==> src/rtl/apb_fabric_slave_ctrl.sv <==
// rtl/apb_fabric_slave_ctrl.sv - APB3 fabric bridge with slot decode, access timeout and IRQ aggregation
module apb_fabric_slave_ctrl #(
  parameter int NUM_SLAVES     = 4,
  parameter int SLOT_LSB       = 8,
  parameter int TIMEOUT_CYCLES = 255
) (
  input  logic                       FAB_CLK,
  input  logic                       FAB_RESET,
  input  logic                       MSSPSEL,
  input  logic                       MSSPENABLE,
  input  logic                       MSSPWRITE,
  input  logic [19:0]                MSSPADDR,
  input  logic [31:0]                MSSPWDATA,
  output logic [31:0]                MSSPRDATA,
  output logic                       MSSPREADY,
  output logic                       MSSPSLVERR,
  output logic [NUM_SLAVES-1:0]      S_PSEL,
  output logic                       S_PENABLE,
  output logic                       S_PWRITE,
  output logic [SLOT_LSB-1:0]        S_PADDR,
  output logic [31:0]                S_PWDATA,
  input  logic [32*NUM_SLAVES-1:0]   S_PRDATA,
  input  logic [NUM_SLAVES-1:0]      S_PREADY,
  input  logic [NUM_SLAVES-1:0]      S_PSLVERR,
  input  logic [NUM_SLAVES-1:0]      S_IRQ,
  output logic                       FABINT
);

  typedef enum logic [2:0] {
    ST_IDLE,
    ST_SETUP,
    ST_ACCESS,
    ST_LOCAL,
    ST_DONE
  } state_t;

  state_t                  state_q;
  logic [SLOT_LSB-1:0]     paddr_q;
  logic [7:0]              off_q;
  logic [31:0]             wdata_q;
  logic                    write_q;
  logic [2:0]              slot_q;
  logic [NUM_SLAVES-1:0]   psel_q;
  logic                    penable_q;
  logic [31:0]             rdata_q;
  logic                    ready_q;
  logic                    slverr_q;
  logic [7:0]              cnt_q;
  logic [NUM_SLAVES-1:0]   irq_pend_q;
  logic [NUM_SLAVES-1:0]   irq_mask_q;
  logic [3:0]              to_stat_q;
  logic                    fabint_q;

  logic [2:0]              req_slot;
  logic [NUM_SLAVES-1:0]   req_onehot;
  logic [31:0]             sel_rdata;
  logic                    sel_ready;
  logic                    sel_err;
  logic [31:0]             loc_rdata;
  logic [NUM_SLAVES-1:0]   irq_w1c;
  logic [NUM_SLAVES-1:0]   irq_pend_d;
  logic [8:0]              cnt_d;
  logic                    unused_addr_bits;

  // Address bits above the slot field carry no meaning for this bridge.
  assign unused_addr_bits = ^MSSPADDR[19:SLOT_LSB+3];

  assign req_slot = MSSPADDR[SLOT_LSB+2:SLOT_LSB];
  assign cnt_d    = {1'b0, cnt_q} + 9'd1;

  // Decode the requested slot to one-hot and mux the active slave's response.
  always_comb begin
    req_onehot = '0;
    sel_rdata  = '0;
    sel_ready  = 1'b0;
    sel_err    = 1'b0;
    for (int i = 0; i < NUM_SLAVES; i++) begin
      if (req_slot == 3'(i)) begin
        req_onehot[i] = 1'b1;
      end
      if (slot_q == 3'(i)) begin
        sel_rdata = S_PRDATA[32*i +: 32];
        sel_ready = S_PREADY[i];
        sel_err   = S_PSLVERR[i];
      end
    end
  end

  // Local register read mux; unknown offsets read as zero.
  always_comb begin
    loc_rdata = '0;
    case (off_q)
      8'h00:   loc_rdata[NUM_SLAVES-1:0] = irq_pend_q;
      8'h04:   loc_rdata[NUM_SLAVES-1:0] = irq_mask_q;
      8'h08:   loc_rdata[3:0]            = to_stat_q;
      default: loc_rdata = '0;
    endcase
  end

  // Incoming IRQ levels are OR-ed in after the clear, so a coincident set wins.
  assign irq_w1c    = (state_q == ST_LOCAL && write_q && off_q == 8'h00) ?
                      wdata_q[NUM_SLAVES-1:0] : '0;
  assign irq_pend_d = (irq_pend_q & ~irq_w1c) | S_IRQ;

  // Transfer sequencer, local registers and interrupt aggregation with registered outputs.
  always_ff @(posedge FAB_CLK) begin
    if (FAB_RESET) begin
      state_q    <= ST_IDLE;
      paddr_q    <= '0;
      off_q      <= '0;
      wdata_q    <= '0;
      write_q    <= 1'b0;
      slot_q     <= '0;
      psel_q     <= '0;
      penable_q  <= 1'b0;
      rdata_q    <= '0;
      ready_q    <= 1'b0;
      slverr_q   <= 1'b0;
      cnt_q      <= '0;
      irq_pend_q <= '0;
      irq_mask_q <= '0;
      to_stat_q  <= '0;
      fabint_q   <= 1'b0;
    end else begin
      irq_pend_q <= irq_pend_d;
      fabint_q   <= |(irq_pend_q & irq_mask_q);
      ready_q    <= 1'b0;
      slverr_q   <= 1'b0;
      rdata_q    <= '0;
      case (state_q)
        ST_IDLE: begin
          if (MSSPSEL && !MSSPENABLE) begin
            paddr_q <= MSSPADDR[SLOT_LSB-1:0];
            off_q   <= MSSPADDR[7:0];
            wdata_q <= MSSPWDATA;
            write_q <= MSSPWRITE;
            slot_q  <= req_slot;
            if (req_slot < 3'(NUM_SLAVES)) begin
              psel_q  <= req_onehot;
              state_q <= ST_SETUP;
            end else if (req_slot == 3'd7) begin
              state_q <= ST_LOCAL;
            end else begin
              ready_q  <= 1'b1;
              slverr_q <= 1'b1;
              state_q  <= ST_DONE;
            end
          end
        end
        ST_SETUP: begin
          penable_q <= 1'b1;
          cnt_q     <= '0;
          state_q   <= ST_ACCESS;
        end
        ST_ACCESS: begin
          cnt_q <= cnt_d[7:0];
          if (sel_ready) begin
            psel_q    <= '0;
            penable_q <= 1'b0;
            ready_q   <= 1'b1;
            slverr_q  <= sel_err;
            rdata_q   <= write_q ? 32'h0 : sel_rdata;
            state_q   <= ST_DONE;
          end else if (cnt_d >= 9'(TIMEOUT_CYCLES)) begin
            psel_q    <= '0;
            penable_q <= 1'b0;
            ready_q   <= 1'b1;
            slverr_q  <= 1'b1;
            to_stat_q <= {1'b1, slot_q};
            state_q   <= ST_DONE;
          end
        end
        ST_LOCAL: begin
          if (write_q) begin
            if (off_q == 8'h04) begin
              irq_mask_q <= wdata_q[NUM_SLAVES-1:0];
            end
            if (off_q == 8'h08) begin
              to_stat_q <= '0;
            end
          end
          rdata_q <= write_q ? 32'h0 : loc_rdata;
          ready_q <= 1'b1;
          state_q <= ST_DONE;
        end
        ST_DONE: begin
          state_q <= ST_IDLE;
        end
        default: begin
          state_q <= ST_IDLE;
        end
      endcase
    end
  end

  assign MSSPRDATA  = rdata_q;
  assign MSSPREADY  = ready_q;
  assign MSSPSLVERR = slverr_q;
  assign S_PSEL     = psel_q;
  assign S_PENABLE  = penable_q;
  assign S_PWRITE   = write_q;
  assign S_PADDR    = paddr_q;
  assign S_PWDATA   = wdata_q;
  assign FABINT     = fabint_q;

endmodule

==> config.mk <==
export PLATFORM = sky130hd
export DESIGN_NAME = apb_fabric_slave_ctrl
export DESIGN_NICKNAME = d
export VERILOG_FILES = /design/src/rtl/apb_fabric_slave_ctrl.sv
export SDC_FILE = /design/constraint.sdc
export NUM_CORES = 1
export LEC_CHECK = 0
export ABC_AREA = 1
export CELL_PAD_IN_SITES_DETAIL_PLACEMENT = 0
export CELL_PAD_IN_SITES_GLOBAL_PLACEMENT = 1
export CORE_MARGIN = 5
export CORE_UTILIZATION = 28
export CTS_CLUSTER_SIZE = 14
export DETAILED_ROUTE_END_ITERATION = 16
export GPL_TIMING_DRIVEN = 0
export PLACE_DENSITY = 0.95
export SKIP_CTS_REPAIR_TIMING = 1
export SLEW_MARGIN = 30
export SYNTH_ARGS = -nofsm -noshare
export SYNTH_HDL_FRONTEND = slang
export SYNTH_SLANG_ARGS = --single-unit
==> constraint.sdc <==
create_clock -name FAB_CLK -period 2.4 [get_ports FAB_CLK]
set_input_delay 0.48 -clock FAB_CLK [delete_from_list [all_inputs] [get_ports FAB_CLK]]
set_output_delay 0.48 -clock FAB_CLK [all_outputs]
set_load 0.01 [all_outputs]
==> metrics.md, run 1 <==
| Metric | Value |
|---|---|
| Fmax | `0.523 GHz` |
| Fin crit period | `between 1500 and 2000 ps` |
| Setup ws final | `489 ps` |
| Fill count | `between 1.5k and 2k` |
| Crit path cell chain | `nor2_2 > nand3_1 > nand4_4 > nand4_4 > buf_2 > nor2_1` |
| Max-slew violations | `0` |
| Setup crit end | `MSSPRDATA[22]` |
| Total iterations of the first detailed-routing run | `5` |
| CP startpoint kind | `flop` |
| Overall Power | `around 4500 µW` |
| Final setup TNS | `0 ps` |
| Compound-Gate Fraction of Synth Area | `0.238` |
| Iter 0 DRT Violations | `259` |
| H-tree Lvls | `3` |
| DP HPWL | `~16 mm` |
| Sequential power share | `0.423` |
| Total GRT Usage | `0.186` |
| Vias in the first global route | `between 5k and 6k` |
| Clk buf depth | `2` |
| GPL Wtd Cong | `0.873` |
| Die Y | `143 µm` |
| Max VDD drop | `around 430 µV` |
| P_leak | `0.00302 µW` |
| Mapped Nets | `901` |
| Post-Route Skew | `9.84 ps` |
| Vias | `5715` |
| Synth Flop Type | `dfxtp_1` |
| Worst Setup SP | `slot_q[2]` |
| Final setup fails | `0` |
| Num CTS Buffers | `9` |
| DRC viols | `0` |
| Setup slack at placement | `~320 ps` |
| Worst R2R Path Depth | `6` |
| Port-buffer cells | `approximately 270` |
| Post-synthesis async set-or-reset flop share | `0` |
| CTS tree | `yes` |
| Largest net degree at the start of global routing | `22` |
| Sequential-to-total area share from yosys stat | `0.432` |
| WP data required | `roughly 2700 ps` |
| Power Internal | `roughly 3200 µW` |
| Max Cap Viol | `0` |
| Post-Syn Area | `~0.0050 mm²` |
| CP Capture Type | `flop` |
| R2R Path Start | `slot_q[2]` |
| Largest family of logic cells by synthesized area | `simple AND/OR/NAND/NOR gates` |
| Cells after synthesis | `about 700` |
| XOR/XNOR share of the synthesized area | `0.00177` |
| Via-to-Cell Ratio | `approximately 4.7` |
| CP delay by family, top | `simple AND/OR/NAND/NOR gates` |
| Remaining antenna violation count after routing | `0` |
| Post-layout util | `0.474` |
| Data arrival time of the critical path | `approximately 2200 ps` |
| Buf/Inv on CP | `1` |
| Synth Register Bits | `between 100 and 150` |
| Number of nets in the layout | `1179` |
| Number of I/O pins | `between 200 and 300` |
| Pwr dens | `about 550 mW/mm²` |
| Fin crit share | `0.796` |
| Ys Warns | `0` |
| Clock Latency Late Sink | `~360 ps` |
| Layout cell share with drive strength beyond 1 | `0.0487` |
| Num rows | `48` |
| Clock network power share | `0.339` |
| Area Growth Syn to Fin | `65.9%` |
| Total grt overflow | `0` |
| Crit Path Max Fanout | `10` |
| Die width | `between 100 and 150 µm` |
| CTS clk-pin slew, worst paths | `approximately 80 ps` |
| Status | `completed` |
| Routed WL | `20.0 mm` |
| Starting Density | `0.286` |
| Reg2reg end | `MSSPRDATA[22]` |
| Mux share of post-synthesis cell area | `0` |
| DR WL/cell | `about 16 µm` |
| Count of cell types in the netlist | `30` |
| Sw Share | `0.297` |
| Comb pwr share | `0.238` |
| Root Driver | `clkbuf_16` |
| Worst Setup Path Type | `flop to flop` |
| Worst-Margin Slew | `~620 ps` |
| Hold Worst Slack | `~470 ps` |
| RSZ-0062 raised after global routing | `no` |
| Adder and majority gate portion of the synthesized area | `0.00505` |
| Clk sinks | `between 100 and 150` |
| Hold Crit Class | `flop to flop` |
| Total core area | `0.0174 mm²` |
| Slowest stage cell, crit path | `nor2_2` |
| Crit-path most repeated cell | `nand4_4` |
| Post-Synth Simple-Gate Area | `0.248` |
| Initial antenna violation count | `1` |
| Slew HR | `0.581` |
| Syn_area_per_cell | `7.06 µm²` |
| Register-to-register path setup slack | `a little under 500 ps` |
| Critical Path Max Stage Delay | `between 400 and 500 ps` |
| Number of flops mapped to enable cells by yosys | `0` |
| Levels on crit path | `6` |
| Hold Vio Cnt, Final | `0` |
| Die Area | `0.0205 mm²` |
| Net Switching | `~1300 µW` |
| First-pass GRT wire length | `~29 mm` |
==> worst register-to-register path, delay by kind of cell, from the launching register on <==
kind	cells	cell delay [ps]
simple gates	5	1210
buf+inv	1	270
flops	1	370
==> placed cells by master, fill, tap and decap left out, drive strengths merged <==
cell type,count
clkdlybuf4s50,267
nor2,162
o21ai,108
dfxtp,107
nand2,65
a21oi,62
inv,55
nand3,40
clkbuf,35
a31oi,26
buf,15
nand4,10
a22oi,8
a311oi,8
clkinv,5
nor3,3
o21bai,2
ha,2
diode,1
xor2,1
o22ai,1
a41oi,1
or2,1
clkinvlp,1
==> power groups by stage <==
| stage | Sequential (µW) | Combinational [µW] | Clock [µW] |
|---|---|---|---|
| 4_1_cts | 1900 | 1070 | 1570 |
| 3_3_place_gp | 1940 | 1070 | 0 |
| 3_5_place_dp | 1940 | 1070 | 0 |
| 6_report | 1900 | 1070 | 1520 |
| 5_1_grt | 1910 | 1180 | 1640 |
| 2_1_floorplan | 1970 | 444 | 0 |
==> cell type report <==
class                           instances  area (µm²)  area share
Clock buffer                            9         225      0.0274
Clock inverter                          7        82.6      0.0100
Sequential cell                       107        2140       0.261
Inverter                               54         203      0.0247
Timing Repair Buffer                  267        2670       0.325
Tap cell                              225         282      0.0342
Multi-Input combinational cell        500        2440       0.297
Antenna cell                            1        2.50    0.000304
Buffer                                 41         171      0.0208
==> cell families after synthesis <==
family / after synthesis
AOI/OAI and AO/OA: 216
DFF: 107
adders and majority gates: 2
xor gates and xnor gates: 1
and+or+nand+nor: 281
buffers and inverters: 95
==> layer usage <==
metal	GRT usage	wire length, µm
met2	0.326	9540
met5	0	0
met3	0.0720	2400
met1	0.209	7680
met4	0.0560	340
==> flip-flops by register name, indices dropped and copies added, names as in the netlist, 3 cells and up <==
register / flops
MSSPRDATA: 32
S_PWDATA: 32
cnt_q: 8
off_q: 8
S_PSEL: 4
irq_mask_q: 4
irq_pend_q: 4
to_stat_q: 4
slot_q: 3
state_q: 3
==> per-stage QoR <==
step / cells / area, µm²
floorplan: 702 / 4960
global placement: 1194 / 7910
detailed placement: 1194 / 7910
CTS: 1210 / 8220
global route: 1211 / 8220
finish: 1211 / 8220
==> synthesized netlist by cell type, drive strengths merged, types with 3 or more instances <==
cell type	count	area share
clkbuf	26	0.020
nor2	162	0.13
nor3	3	0.0053
inv	52	0.039
a311oi	8	0.014
nand3	40	0.047
nand2	65	0.050
nand4	10	0.019
buf	15	0.015
a21oi	62	0.063
dfxtp	107	0.43
a31oi	26	0.033
a22oi	8	0.012
o21ai	108	0.11
==> worst min-delay path by stage <==
stage / startpoint / endpoint / slack (ps) / cells after the start
floorplan: to_stat_q[0] / to_stat_q[0] / 440 / 2
global placement: S_PENABLE / S_PENABLE / 450 / 2
detailed placement: S_PENABLE / S_PENABLE / 450 / 2
CTS: S_PENABLE / S_PENABLE / 470 / 2
global route: S_PENABLE / S_PENABLE / 490 / 2
finish: S_PENABLE / S_PENABLE / 470 / 2
Power figures use the tool's default switching activity.
==> run 2, diff against run 1 <==
--- a/config.mk
+++ b/config.mk
@@ -9,11 +9,11 @@
 export CELL_PAD_IN_SITES_DETAIL_PLACEMENT = 0
 export CELL_PAD_IN_SITES_GLOBAL_PLACEMENT = 1
 export CORE_MARGIN = 5
-export CORE_UTILIZATION = 28
+export CORE_UTILIZATION = 23
 export CTS_CLUSTER_SIZE = 14
 export DETAILED_ROUTE_END_ITERATION = 16
 export GPL_TIMING_DRIVEN = 0
-export PLACE_DENSITY = 0.95
+export PLACE_DENSITY = 0.86
 export SKIP_CTS_REPAIR_TIMING = 1
 export SLEW_MARGIN = 30
 export SYNTH_ARGS = -nofsm -noshare
==> constraint.sdc (replaced) <==
create_clock -name FAB_CLK -period 1.65 [get_ports FAB_CLK]
set_input_delay 0.33 -clock FAB_CLK [delete_from_list [all_inputs] [get_ports FAB_CLK]]
set_output_delay 0.33 -clock FAB_CLK [all_outputs]
set_load 0.01 [all_outputs]
==> metrics.md, run 2 (synthesis gave the netlist of run 1 again) <==
| Metric | Value |
|---|---|
| Status | `finished, violations left` |
| Violations in the final reports | `negative setup slack` |
| H-tree Lvls | `3` |
| Root Driver | `clkbuf_16` |
| Crit Path Max Fanout | `7` |
| Die Y | `157 µm` |
| RSZ-0062 raised after global routing | `yes` |
| CP startpoint kind | `flop` |
| Largest net degree at the start of global routing | `24` |
| Final setup TNS | `-1770 ps` |
| P_leak | `0.00366 µW` |
| Clock Latency Late Sink | `roughly 360 ps` |
| Crit path cell chain | `inv_6 > nand2_4 > nor2_4 > nand2_2 > nand4_4 > nand4_4 > buf_6 > buf_12 > nor2_2` |
| Via-to-Cell Ratio | `about 4.6` |
| Iter 0 DRT Violations | `about 320` |
| Hold path start | `FAB_RESET` |
| Total iterations of the first detailed-routing run | `4` |
| Number of nets in the layout | `1208` |
| Worst R2R Path Depth | `9` |
| Commonest cells after routing, fill and taps aside | `clkdlybuf4s50_1 (248), nor2_1 (116), dfxtp_1 (98)` |
| Reg2reg end | `MSSPRDATA[5]` |
| Vias in the first global route | `about 5.9k` |
| Max-slew violations | `0` |
| Total GRT Usage | `0.167` |
| Fin crit period | `1740 ps` |
| Area after DPL | `around 0.008 mm²` |
| Pwr dens | `757 mW/mm²` |
| Fin crit share | `1.06` |
| Hold Path Sink | `state_q[2]` |
| Fmax | `0.574 GHz` |
| Non-Filler Instances | `~1.3k` |
| DP HPWL | `17.0 mm` |
| Routed WL | `between 20 and 25 mm` |
| Slew HR | `0.578` |
| DR WL/cell | `approximately 17 µm` |
| Die width | `between 150 and 200 µm` |
| WP data required | `1950 ps` |
| Slowest stage cell, crit path | `dfxtp_4` |
| Ant. Diodes | `0` |
| Final setup fails | `32` |
| Clk sinks | `between 100 and 150` |
| CTS clk-pin slew, worst paths | `around 90 ps` |
| Hold Worst Slack | `about 330 ps` |
| CP Capture Type | `flop` |
| Setup ws final | `-90.9 ps` |
| GPL Wtd Cong | `about 0.9` |
| Vias | `5979` |
| Data arrival time of the critical path | `between 2000 and 2500 ps` |
| Layout cell share with drive strength beyond 1 | `0.194` |
| Area Growth Syn to Fin | `86.8%` |
| Total grt overflow | `0` |
| Num CTS Buffers | `9` |
| Die Area | `~0.025 mm²` |
| Most common cell after layout, fill and taps aside | `clkdlybuf4s50_1` |
| Number of I/O pins | `278` |
| Crit-path most repeated cell | `nand4_4` |
| Hold Vio Cnt, Final | `0` |
| Starting Density | `0.234` |
| Worst Hold Path Cells | `2` |
| Initial antenna violation count | `0` |
| R2R Path Start | `slot_q[0]` |
| First-pass GRT wire length | `around 32 mm` |
| Critical Path Max Stage Delay | `around 370 ps` |
| DRC viols | `0` |
| CTS tree | `yes` |
| Worst Setup Path Type | `flop to flop` |
| Register-to-register path setup slack | `-90 ps` |
| Total core area | `approximately 0.021 mm²` |
| Max VDD drop | `~500 µV` |
| Port-buffer cells | `~270` |
| Worst-Margin Slew | `roughly 630 ps` |
| Max Cap Viol | `0` |
| Placed cell count | `about 1.2k` |
| Clk buf depth | `2` |
| Hold Crit Class | `input port to flop` |
| Remaining antenna violation count after routing | `0` |
| Design Area, Final | `approximately 0.009 mm²` |
| Post-Route Skew | `about 13 ps` |
| Num rows | `53` |
[run 2: area by class of cell]
cell class	count	area [µm²]
Tap cell	275	344
Clock inverter	7	101
Buffer	41	279
Sequential cell	107	2170
Timing Repair Buffer	295	3010
Inverter	54	224
Fill cell	2096	11900
Clock buffer	9	225
Multi-Input combinational cell	501	2910
[run 2: metrics by stage]
| stage | setup slack, ps | util | power (µW) |
|---|---|---|---|
| after floorplan | 64.5 | - | 3510 |
| after global placement | -368 | 0.377 | 4390 |
| after detailed placement | -388 | 0.377 | 4400 |
| after CTS | -395 | 0.392 | 6760 |
| after global routing | -227 | 0.438 | 7390 |
| final | -90.9 | 0.438 | 7010 |
[run 2: how the worst max path moves through the flow]
| stage | from | endpoint | cells past startpoint |
|---|---|---|---|
| floorplan | cnt_q[0] | to_stat_q[0] | 10 |
| global placement | S_PREADY[3] | MSSPRDATA[21] | 6 |
| detailed placement | S_PREADY[3] | MSSPRDATA[21] | 6 |
| CTS | slot_q[2] | MSSPRDATA[21] | 8 |
| global route | cnt_q[3] | S_PSEL[2] | 10 |
| finish | slot_q[0] | MSSPRDATA[5] | 9 |
[run 2: per-layer routing]
layer  vias to the layer above  wire length (µm)  share of wire  GRT usage
li1                       2998                 -              -          -
met1                      2732              8830           0.40      0.194
met2                       235             10900           0.49      0.290
met3                        14              2250           0.10     0.0661
met4                         0               255          0.011     0.0376
met5                         -                 0              0          0
[run 2: critical path, delay by kind of cell, from the launching register on]
| kind | cells | cell delay [ps] |
|---|---|---|
| AND/OR/NAND/NOR | 6 | 860 |
| buffers and inverters | 3 | 430 |
| flip-flops | 1 | 370 |
[run 2: where the power goes]
group          total, µW  leakage [µW]  switching [µW]  internal, µW
combinational       1900       0.00263             915           986
sequential          2770      0.000878            78.3          2690
clock               2330      0.000156            1220          1120
==> run 3, diff against run 2 <==
--- a/config.mk
+++ b/config.mk
@@ -9,11 +9,10 @@
 export CELL_PAD_IN_SITES_DETAIL_PLACEMENT = 0
 export CELL_PAD_IN_SITES_GLOBAL_PLACEMENT = 1
 export CORE_MARGIN = 5
-export CORE_UTILIZATION = 23
-export CTS_CLUSTER_SIZE = 14
+export CORE_UTILIZATION = 26
 export DETAILED_ROUTE_END_ITERATION = 16
 export GPL_TIMING_DRIVEN = 0
-export PLACE_DENSITY = 0.86
+export PLACE_DENSITY = 0.91
 export SKIP_CTS_REPAIR_TIMING = 1
 export SLEW_MARGIN = 30
 export SYNTH_ARGS = -nofsm -noshare
==> constraint.sdc (replaced) <==
create_clock -name FAB_CLK -period 1.7 [get_ports FAB_CLK]
set_input_delay 0.34 -clock FAB_CLK [delete_from_list [all_inputs] [get_ports FAB_CLK]]
set_output_delay 0.34 -clock FAB_CLK [all_outputs]
set_load 0.01 [all_outputs]
==> metrics.md, run 3 (synthesis gave the netlist of run 1 again) <==
| Metric | Value |
|---|---|
| R2R Path Start | `cnt_q[0]` |
| Clock Latency Late Sink | `360 ps` |
| Total grt overflow | `0` |
| Die Y | `between 100 and 150 µm` |
| Layout cell share with drive strength beyond 1 | `0.155` |
| Crit-path most repeated cell | `nand3_4` |
| Max VDD drop | `484 µV` |
| RSZ-0062 raised after global routing | `yes` |
| H-tree Lvls | `3` |
| Data arrival time of the critical path | `about 2000 ps` |
| Net Switching | `approximately 1900 µW` |
| Fin crit period | `approximately 1700 ps` |
| Via-to-Cell Ratio | `a little under 5` |
| Crit Path Max Fanout | `6` |
| Number of I/O pins | `278` |
| GPL Wtd Cong | `around 0.87` |
| DP HPWL | `approximately 17 mm` |
| DRC viols | `0` |
| Final setup fails | `4` |
| Total GRT Usage | `0.182` |
| Vias in the first global route | `between 5k and 6k` |
| CTS clk-pin slew, worst paths | `around 70 ps` |
| Hold Worst Slack | `~370 ps` |
| Hold path start | `FAB_RESET` |
| Status | `finished, violations left` |
| Die Area | `0.0219 mm²` |
| Worst Setup Path Type | `flop to flop` |
| CP Capture Type | `flop` |
| Die width | `148 µm` |
| Setup ws final | `-27.0 ps` |
| Routed WL | `roughly 22 mm` |
| First-pass GRT wire length | `31.4 mm` |
| Starting Density | `0.264` |
| Ant. Diodes | `0` |
| Overall Power | `~6700 µW` |
| Number of nets in the layout | `1202` |
| CP startpoint kind | `flop` |
| WP data required | `roughly 2000 ps` |
| Initial antenna violation count | `0` |
| Num rows | `50` |
| Clk sinks | `107` |
| Most common cell after layout, fill and taps aside | `clkdlybuf4s50_1` |
| Hold Vio Cnt, Final | `0` |
| Total core area | `between 0.015 and 0.02 mm²` |
| DR WL/cell | `between 15 and 20 µm` |
| Final setup TNS | `-87.6 ps` |
| Port-buffer cells | `267` |
| Critical Path Max Stage Delay | `410 ps` |
| CP delay by family, top | `simple AND/OR/NAND/NOR gates` |
| Power Internal | `4810 µW` |
| Total iterations of the first detailed-routing run | `7` |
| Pwr dens | `~750 mW/mm²` |
| Worst Setup SP | `cnt_q[0]` |
| Post-layout util | `0.478` |
| Vias | `6003` |
| Violations in the final reports | `negative setup slack` |
| Clock network power share | `0.341` |
| Commonest cells after routing, fill and taps aside | `clkdlybuf4s50_1 (261), nor2_1 (126), dfxtp_1 (98)` |
| Clk buf depth | `2` |
| Root Driver | `clkbuf_16` |
| Fin crit share | `1.02` |
| Fill count | `around 1.8k` |
| Fmax | `0.579 GHz` |
| Remaining antenna violation count after routing | `0` |
| P_leak | `roughly 0.0034 µW` |
| Largest net degree at the start of global routing | `18` |
| Buf/Inv on CP | `2` |
| Comb pwr share | `0.258` |
| Setup slack at placement | `-294 ps` |
| CTS tree | `yes` |
| Max-slew violations | `0` |
| Iter 0 DRT Violations | `between 300 and 400` |
| Crit path cell chain | `inv_4 > ha_4 > o21bai_1 > nand3_1 > nor2_4 > nand3_4 > nand3_4 > nand3_4 > nand2_1 > inv_1 > nor2_1` |
| Hold Crit Class | `input port to flop` |
| Post-Route Skew | `between 7 and 8 ps` |
| Slew HR | `0.601` |
| Worst-Margin Slew | `between 500 and 600 ps` |
| Sequential power share | `0.400` |
| Area Growth Syn to Fin | `81.0%` |
| Slowest stage cell, crit path | `dfxtp_4` |
| Max Cap Viol | `0` |
| Num CTS Buffers | `9` |
| Sw Share | `0.284` |
-- run 3: cell count changes in the layout (fill, tap and decap cells not counted), sizes merged --
cell / delta
bufinv: +2
clkdlybuf4s50: +13
clkinv: -4
dlymetal6s2s: -13
buf: -5
-- run 3: metal layers --
metal	part of all wire	track usage	wire, µm	vias up
met5	0	0	0	-
met4	0.018	0.0434	401	0
met3	0.11	0.0786	2330	24
met2	0.49	0.325	10800	249
met1	0.38	0.200	8300	2763
li1	-	-	-	2967
-- run 3: cell type report --
cell class              count  area (µm²)  area share
multi-input cells         501        2820       0.315
clock buffers              10         229      0.0255
clock inverters             5        85.1     0.00948
repair buffers            289        2920       0.325
well taps                 234         293      0.0326
flip-flops and latches    107        2160       0.241
plain buffers              41         241      0.0269
inverters                  54         220      0.0245
-- run 3: final timing paths --
kind | endpoint | slack [ps] | cells past startpoint
setup / recovery | S_PSEL[0] | -30 | 11
setup reg to reg | S_PSEL[0] | -30 | 11
hold reg to reg | S_PENABLE | 460 | 2
hold / removal | state_q[2] | 370 | 2
-- run 3: stage by stage --
step,instance area (µm²),instances
finish,8970,1241
global placement,7920,1203
detailed placement,7920,1203
floorplan,4960,702
CTS,8240,1218
global route,8970,1241
-- run 3: power by group through the flow --
stage,Combinational [µW],Clock (µW),Sequential (µW)
2_1_floorplan,626,0,2780
3_3_place_gp,1520,0,2730
3_5_place_dp,1520,0,2740
4_1_cts,1530,2370,2680
5_1_grt,1880,2480,2700
6_report,1730,2290,2690
